## src/rtl/cpu_out_uart.sv

```systemverilog
// cpu_out_uart: byte sink for the CPU output port. Writes land in a small
// circular FIFO; an FSM drains it one byte at a time as 8N1 UART frames
// (start bit, 8 data bits LSB first, stop bit) on tx, CLKS_PER_BIT clocks
// per bit. Every output comes from a register or from a decode of registers.
module cpu_out_uart #(
  parameter int FIFO_DEPTH   = 4,  // power of 2, >= 2
  parameter int CLKS_PER_BIT = 4   // >= 2
) (
  input  logic                          clk,
  input  logic                          rst,      // async, active low
  input  logic                          wr_en,
  input  logic [7:0]                    wr_data,
  output logic                          full,
  output logic                          empty,
  output logic [$clog2(FIFO_DEPTH):0]   count,
  output logic                          overflow,
  output logic                          tx,
  output logic                          tx_busy
);

  localparam int AW = $clog2(FIFO_DEPTH);
  localparam int CW = $clog2(CLKS_PER_BIT);
  localparam logic [AW:0]   DEPTH_C  = (AW+1)'(FIFO_DEPTH);
  localparam logic [CW-1:0] CYC_LAST = CW'(CLKS_PER_BIT - 1);

  typedef enum logic [1:0] {IDLE, START, DATA, STOP} state_t;

  logic [7:0]    mem [FIFO_DEPTH];
  logic [AW-1:0] rd_ptr, wr_ptr;
  state_t        state, state_n;
  logic [CW-1:0] cyc, cyc_n;
  logic [2:0]    bidx, bidx_n;
  logic [7:0]    shift, shift_n;
  logic          tx_n;
  logic          push, pop;

  // Status decodes come from the registered occupancy, so full/empty reflect
  // the pre-edge state: a write while full is dropped even if a pop lands on
  // the same edge, and a byte pushed into an empty FIFO waits one edge.
  assign full    = (count == DEPTH_C);
  assign empty   = (count == '0);
  assign push    = wr_en & ~full;
  assign pop     = (state == IDLE) & ~empty;
  assign tx_busy = (state != IDLE);

  // FIFO storage; contents need no reset because count gates every read.
  always_ff @(posedge clk) begin
    if (push) mem[wr_ptr] <= wr_data;
  end

  // FIFO pointers, occupancy and the sticky overflow flag.
  always_ff @(posedge clk or negedge rst) begin
    if (!rst) begin
      rd_ptr   <= '0;
      wr_ptr   <= '0;
      count    <= '0;
      overflow <= 1'b0;
    end else begin
      if (push) wr_ptr <= wr_ptr + 1'b1;
      if (pop)  rd_ptr <= rd_ptr + 1'b1;
      case ({push, pop})
        2'b10:   count <= count + 1'b1;
        2'b01:   count <= count - 1'b1;
        default: ;
      endcase
      if (wr_en && full) overflow <= 1'b1;
    end
  end

  // Serializer state register; tx is registered so it changes on the same
  // edge as the state transition that selects it.
  always_ff @(posedge clk or negedge rst) begin
    if (!rst) begin
      state <= IDLE;
      cyc   <= '0;
      bidx  <= '0;
      shift <= '0;
      tx    <= 1'b1;
    end else begin
      state <= state_n;
      cyc   <= cyc_n;
      bidx  <= bidx_n;
      shift <= shift_n;
      tx    <= tx_n;
    end
  end

  // Next-state and next-tx: one bit-period counter shared by all states,
  // cleared on every state or bit change.
  always_comb begin
    state_n = state;
    cyc_n   = cyc;
    bidx_n  = bidx;
    shift_n = shift;
    tx_n    = tx;
    case (state)
      IDLE: begin
        tx_n = 1'b1;
        if (!empty) begin
          state_n = START;
          shift_n = mem[rd_ptr];
          cyc_n   = '0;
          tx_n    = 1'b0;
        end
      end
      START: begin
        tx_n = 1'b0;
        if (cyc == CYC_LAST) begin
          state_n = DATA;
          bidx_n  = '0;
          cyc_n   = '0;
          tx_n    = shift[0];
        end else begin
          cyc_n = cyc + 1'b1;
        end
      end
      DATA: begin
        if (cyc == CYC_LAST) begin
          cyc_n = '0;
          if (bidx == 3'd7) begin
            state_n = STOP;
            tx_n    = 1'b1;
          end else begin
            bidx_n  = bidx + 1'b1;
            shift_n = {1'b0, shift[7:1]};
            tx_n    = shift[1];
          end
        end else begin
          cyc_n = cyc + 1'b1;
        end
      end
      STOP: begin
        tx_n = 1'b1;
        if (cyc == CYC_LAST) begin
          state_n = IDLE;
          cyc_n   = '0;
        end else begin
          cyc_n = cyc + 1'b1;
        end
      end
      default: begin
        state_n = IDLE;
        cyc_n   = '0;
        tx_n    = 1'b1;
      end
    endcase
  end

endmodule

```

## config.mk

```make
export PLATFORM = sky130hd
export DESIGN_NAME = cpu_out_uart
export DESIGN_NICKNAME = d
export VERILOG_FILES = /design/src/rtl/cpu_out_uart.sv
export SDC_FILE = /design/constraint.sdc
export NUM_CORES = 1
export LEC_CHECK = 0
export BUFFER_PORTS_ARGS = -buffer_cell sky130_fd_sc_hd__buf_2
export CORE_MARGIN = 5
export CORE_UTILIZATION = 53
export CTS_CLUSTER_DIAMETER = 100
export DETAILED_ROUTE_END_ITERATION = 10
export GPL_ROUTABILITY_DRIVEN = 0
export PLACE_DENSITY = 0.76
export SYNTH_ARGS = -nofsm -noshare
export SYNTH_HDL_FRONTEND = slang
export SYNTH_SLANG_ARGS = --single-unit
export TNS_END_PERCENT = 30
```

## constraint.sdc

```tcl
create_clock -name clk -period 2.05 [get_ports clk]
set_input_delay 0.205 -clock clk [delete_from_list [all_inputs] [get_ports clk]]
set_output_delay 0.205 -clock clk [all_outputs]
set_load 0.005 [all_outputs]
```

# After elaboration in Yosys (flattened, before gate mapping)
# Memories as Yosys holds them, arrays and structs flattened.
# Index checks and enable logic that the tools add are counted.
# W data, S select, Z words.
totals:
  ff_bits: 24
  ramBits: 32
  input_bits: 11
  output_inout_bits: 8
  wordCells: 70
  n_memories: 1
op_classes:
  addsub: 6
  n_eq_ne: 14
  muxes: 25
  bitwise_logic: 4
  n_reduce_logical: 11
memory_table:
  columns: ["memory", "words", "word_bits", "read_ports", "rd_clocked_by_memory_dff", "write_ports", "line_no", "source"]
  rows:
  - ["mem", 4, 8, 1, 0, 1, "28", "logic [7:0] mem [FIFO_DEPTH];"]
ops:
  columns: ["op", "n"]
  rows:
  - ["$mux W8", 3]
  - ["$pmux W8 S2", 1]
  - ["$mux W2", 7]
  - ["$ne A2 B2 Y1 const B", 6]
  - ["$pmux W3 S2", 2]
  - ["$mux W3", 3]
  - ["$eq A2 B2 Y1 const B", 4]
  - ["$pmux W2 S4", 1]
  - ["$reduce_and A4 Y1", 2]
  - ["$reduce_bool A2 Y1", 4]
  - ["$add A2 B1 Y2 const B", 3]
  - ["$add A3 B1 Y3 const B", 2]
  - ["$eq A3 B3 Y1 const B", 2]
  - ["$mux W1", 6]
  - ["$reduce_and A5 Y1", 1]
  - ["$eq A2 B1 Y1 const B", 2]
  - ["$pmux W1 S4", 1]
  - ["$pmux W2 S2", 1]
  - ["$logic_not A3 Y1", 1]
  - ["$reduce_or A3 Y1", 1]
  - ["$sub A3 B1 Y3 const B", 1]
  - ["$and A1 B1 Y1", 2]
  - ["$logic_not A2 Y1", 1]
  - ["$not A1 Y1", 2]
  - ["$logic_and A1 B1 Y1", 1]

# Depth between registers and ports, before layout
depth:
  depth_word: 5
  depth_mapped: 11
  ltp_nobuf: 10

# Worst setup path before layout
# Ideal clock, no wire load.
synth_path:
  path_type: "register -> register"
  from: "register count[0]"
  to: "register count[2]"
  setup_time_ns: 0.079
  arrival_time_ns: 1.854
  required_ns: 1.971
  setup_slack_ns: 0.116
  path_stages_with_launch: 11
  n_path_buf: 0
  period_less_slack_ns: 1.934
  path_cell_list: "dfrtp_1 -> inv_1 -> and3_1 -> nor2b_2 -> inv_1 -> ha_1 -> inv_1 -> fa_1 -> xor2_1 -> nor2_1 -> xor2_1"
synth_between:
  elab_chain_cells: 5
  elab_cells_between_ends: 12
  classes_between: "add/sub: 2; eq/ne: 3; mux: 1; bitwise: 4; reduce/logical: 2"
synth_rtl:
  columns: ["element", "line_no", "source"]
  rows:
  - ["start, declared", "15", "output logic [$clog2(FIFO_DEPTH):0] count,"]
  - ["start signal, assigned", "62", "2'b10: count <= count + 1'b1;"]
  - ["start signal, assigned", "63", "2'b01: count <= count - 1'b1;"]
  - ["$eq A3 B3 Y1 (*)", "40", "assign full = (count == DEPTH_C);"]
  - ["net full", "13", "output logic full,"]
  - ["$not A1 Y1 (*)", "42", "assign push = wr_en & ~full;"]
  - ["$and A1 B1 Y1 (*)", "42", null]
  - ["$eq A2 B1 Y1 / $eq A2 B2 Y1 (equally long branches)", "61", "case ({push, pop})"]
  - ["$pmux W3 S2 / $reduce_bool A2 Y1 (equally long branches)", null, null]
# Mark *: on every way through the listed nets, which the timed path passes. The rest lies on a longest branch.
# A chain may end at the register's enable or synchronous reset.

# Worst setup path after layout
layout_path:
  from: "register count[1]"
  to: "register count[2]"
layout_between:
  elab_chain_cells: 5
  elab_cells_between_ends: 12
  classes_between: "add/sub: 2; eq/ne: 3; mux: 1; bitwise: 4; reduce/logical: 2"
layout_rtl:
  columns: ["element", "line_no"]
  rows:
  - ["$eq A3 B3 Y1 / $logic_not A3 Y1 (equally long branches)", "40, 41"]
  - ["$not A1 Y1 (on tied branches)", "42, 43"]
  - ["$and A1 B1 Y1 (on tied branches)", "42, 43"]
  - ["$eq A2 B1 Y1 / $eq A2 B2 Y1 (equally long branches)", "61"]
  - ["$pmux W3 S2 / $reduce_bool A2 Y1 (equally long branches)", null]
# Several ways; a longest one is shown, not always the timed one.

==> flow_summary.ini <==
[status]
status = finished clean

[pwr]
seq_power_share_pct = 43.2
combPwrFrac_pct = 42.4
p_per_area_nw_per_um2 = 1490
p_sw_mw = 1.59
p_sw_share_pct = 36.5
p_int_mw = 2.78
peakVddDrop_mv = 0.668
clkPwrFrac_pct = 14.5
leakagePower_nw = 1.14

[floorplan]
die-width_um = 79.5
core_area_um2 = 4720
fp.dieH_um = 79.5
pin_count = 19
placement_rows = 25
initial_core_util_pct = 54.3
dieArea_um2 = 6330

[timing]
slew_headroom_pct = 64.1
finalCriticalPeriod_ns = 1.92
final.period_utilization_pct = 93.7
skew_ns = 0.0171
slew_viol_final = 0
hold_viol_final = 0
setup_viol = 0
timing.fmax_mhz = 520
worst-slew-pin-transition_ns = 0.539
fin_tns_setup_ns = 0

[clock_tree]
path_clk_slew_ns = 0.11
h-tree-depth = 2
cts_sinks = 56
clockBufferDepth = 2
cts_tree = done
clk-insertion-delay-late_ns = 0.32
cts_buffers = 5
cts-root-buf = clkbuf_8

[grt]
grt_max_degree = 25
grt_pass1_vias = 1546
grt_overflow_total = 0
grt_pass1_wl_um = 7450
antenna_found_initial = 0
grt_usage_pct = 15.7

[detailed_routing]
vias = 1532
drtIter0Drc = 125
viasPerCell = 5.49
drtPass1Iterations = 4
drt-total-wl_um = 4510
wl_per_cell_um = 16.2
remaining_drc_errors = 0
antenna_violating_nets_post_route = 0

[yosys]
yosys.cell_types.count = 40
synth_cells = 180
ys_warn_count = 0
avgSynthCellArea_um2 = 14.2
synth_seq_cells = 56
syn-cell-area_um2 = 2560
synth-seq-area-share_pct = 61.0
synth.net_count = 204

[flow_run]
maxCapViolCount = 0

[setup_path]
arrival_ns = 2.18
crit_required_ns = 2.30
path_max_fanout = 4
path_class = reg -> reg
start_kind = flop
cp-end-kind = flop

[finish]
fill_cells = 349
finalNetCount = 235
antenna_cells = 0
design_area_um2 = 2920
instances_no_fill = 279
syn_to_final_growth_pct = 14.1
drive_gt1_share_pct = 30.7

[placed_design]
hpwl_um = 3230
dpl_cell_area_um2 = 2750
portBuffers = 18
placedCellCount = 265

[hold_path]
hp-class = in -> reg
-- critical path, cell delays in order, from the launching register on --
cell,delay [ns]
dfrtp_2,0.46
inv_2,0.08
and3_4,0.19
nor2b_2,0.05
inv_1,0.06
ha_2,0.18
inv_1,0.05
fa_1,0.37
xor2_1,0.15
nor2_1,0.13
xor2_1,0.14
-- cells in the final DEF (no fill, tap or decap), types with 2 or more instances in the layout --
cell type	n
edfxtp_1	32
dfrtp_1	21
buf_2	18
buf_4	13
ha_1	10
inv_1	9
a21oi_1	9
mux4_2	7
nand2_1	6
nand2b_1	6
o41ai_1	6
o22ai_1	6
nor2_1	5
clkbuf_8	5
inv_2	4
and2_1	4
xnor2_1	4
o21ai_0	4
nand3_1	3
mux2_2	3
xor2_1	2
o2bb2ai_1	2
a32o_1	2
a22oi_1	2
mux2i_1	2
o31ai_1	2
inv_6	2
dfrtp_2	2
-- what timing repair did --
| action | CTS | global route |
|---|---|---|
| hold endpoints to repair | 23 | 0 |
| resized for setup | 0 | 12 |
| setup endpoints to repair | 0 | 2 |
| buffers inserted | 0 | 5 |
| hold buffers | 1 | 0 |
-- power by group through the flow --
stage               logic, mW  clock network, mW  registers (mW)
global placement         1.63                  0            1.88
floorplan                1.34                  0            1.79
CTS                      1.73              0.642            1.89
finish                   1.85              0.632            1.89
global route             2.07              0.694            1.94
detailed placement       1.72                  0            1.91
-- cell usage after synthesis (all sizes together) --
library cell	instances	share of area [%]
a21o	1	0.29
a21oi	9	1.8
a22o	1	0.34
a22oi	2	0.59
a31oi	1	0.24
a32o	2	0.78
and2	4	0.98
and3	1	0.24
buf	5	1.3
clkbuf	3	0.44
dfrtp	23	22
dfstp	1	1.0
edfxtp	32	37
fa	1	0.78
ha	12	5.9
inv	13	1.9
mux2	4	1.8
mux2i	3	1.3
mux4	7	6.2
nand2	7	1.0
nand2b	6	1.5
nand3	3	0.59
nor2	6	0.98
nor2b	1	0.34
nor3	1	0.20
nor3b	1	0.29
nor4b	1	0.93
o21ai	4	0.78
o22ai	6	1.5
o2bb2ai	2	0.68
o31ai	2	0.59
o32a	1	0.39
o41ai	6	2.1
or3	2	0.49
xnor2	4	1.4
xor2	2	0.68
-- stage by stage --
step / hold WS, ns / power (mW) / worst slack, ns / utilization (%)
floorplan: -0.0906 / 3.13 / 0.116 / -
global placement: 0.222 / 3.50 / 0.145 / 58.3
detailed placement: 0.225 / 3.63 / 0.0651 / 58.3
CTS: 0.0905 / 4.26 / 0.0461 / 60.5
global route: 0.0866 / 4.70 / -0.0132 / 61.9
finish: 0.0973 / 4.37 / 0.129 / 61.9
-- worst paths after layout --
check | to | slack (ns) | cells after the start | from
hold / removal | mem[0][7]$_DFFE_PP_ | 0.1 | 1 | wr_data[7]
min in group asynchronous | shift[1]$_DFFE_PN0P_ | 0.39 | 2 | rst
setup reg to reg | count[2]$_DFFE_PN0P_ | 0.13 | 10 | count[1]$_DFFE_PN0P_
max in group asynchronous | count[0]$_DFFE_PN0P_ | 1.25 | 2 | rst
hold reg to reg | overflow$_DFFE_PN0P_ | 0.46 | 1 | overflow$_DFFE_PN0P_
setup / recovery | count[2]$_DFFE_PN0P_ | 0.13 | 10 | count[1]$_DFFE_PN0P_
-- final cells by class --
class                           instances  area, um2  area share (%)
Inverter                               13       48.8            1.67
Timing Repair Buffer                   32        198            6.76
Clock buffer                            5       68.8            2.35
Clock inverter                          3       25.0           0.856
Multi-Input combinational cell        103        935            32.0
Sequential cell                        56       1570            53.5
Tap cell                               67       83.8            2.87
-- cell families (layout without fill, tap and decap cells) --
logic type / after synthesis / after routing / synth area share, %
mux: 14 / 14 / 9.23
compound gates: 37 / 37 / 9.96
xor+xnor: 6 / 6 / 2.05
buf+inv: 21 / 53 / 3.61
flops: 56 / 56 / 61.0
fa+ha+maj: 13 / 13 / 6.64
simple gates: 33 / 33 / 7.52
-- per-layer routing --
layer  share of wire, %  track usage (%)  wire length (um)  up-vias
met4               0.97             5.15                44        0
li1                   -                -                 -      735
met2                 54             27.7              2430       23
met3                2.8             4.06               125        4
met1                 42             18.5              1910      770
met5                  0                0                 0        -
-- flip-flops by register name (all words and copies together), names as in the netlist --
| register | flops |
|---|---|
| bidx | 3 |
| count | 3 |
| cyc | 2 |
| mem | 32 |
| overflow | 1 |
| rd_ptr | 2 |
| shift | 8 |
| state | 2 |
| tx | 1 |
| wr_ptr | 2 |
No activity file was read; power rests on OpenSTA's default activity.
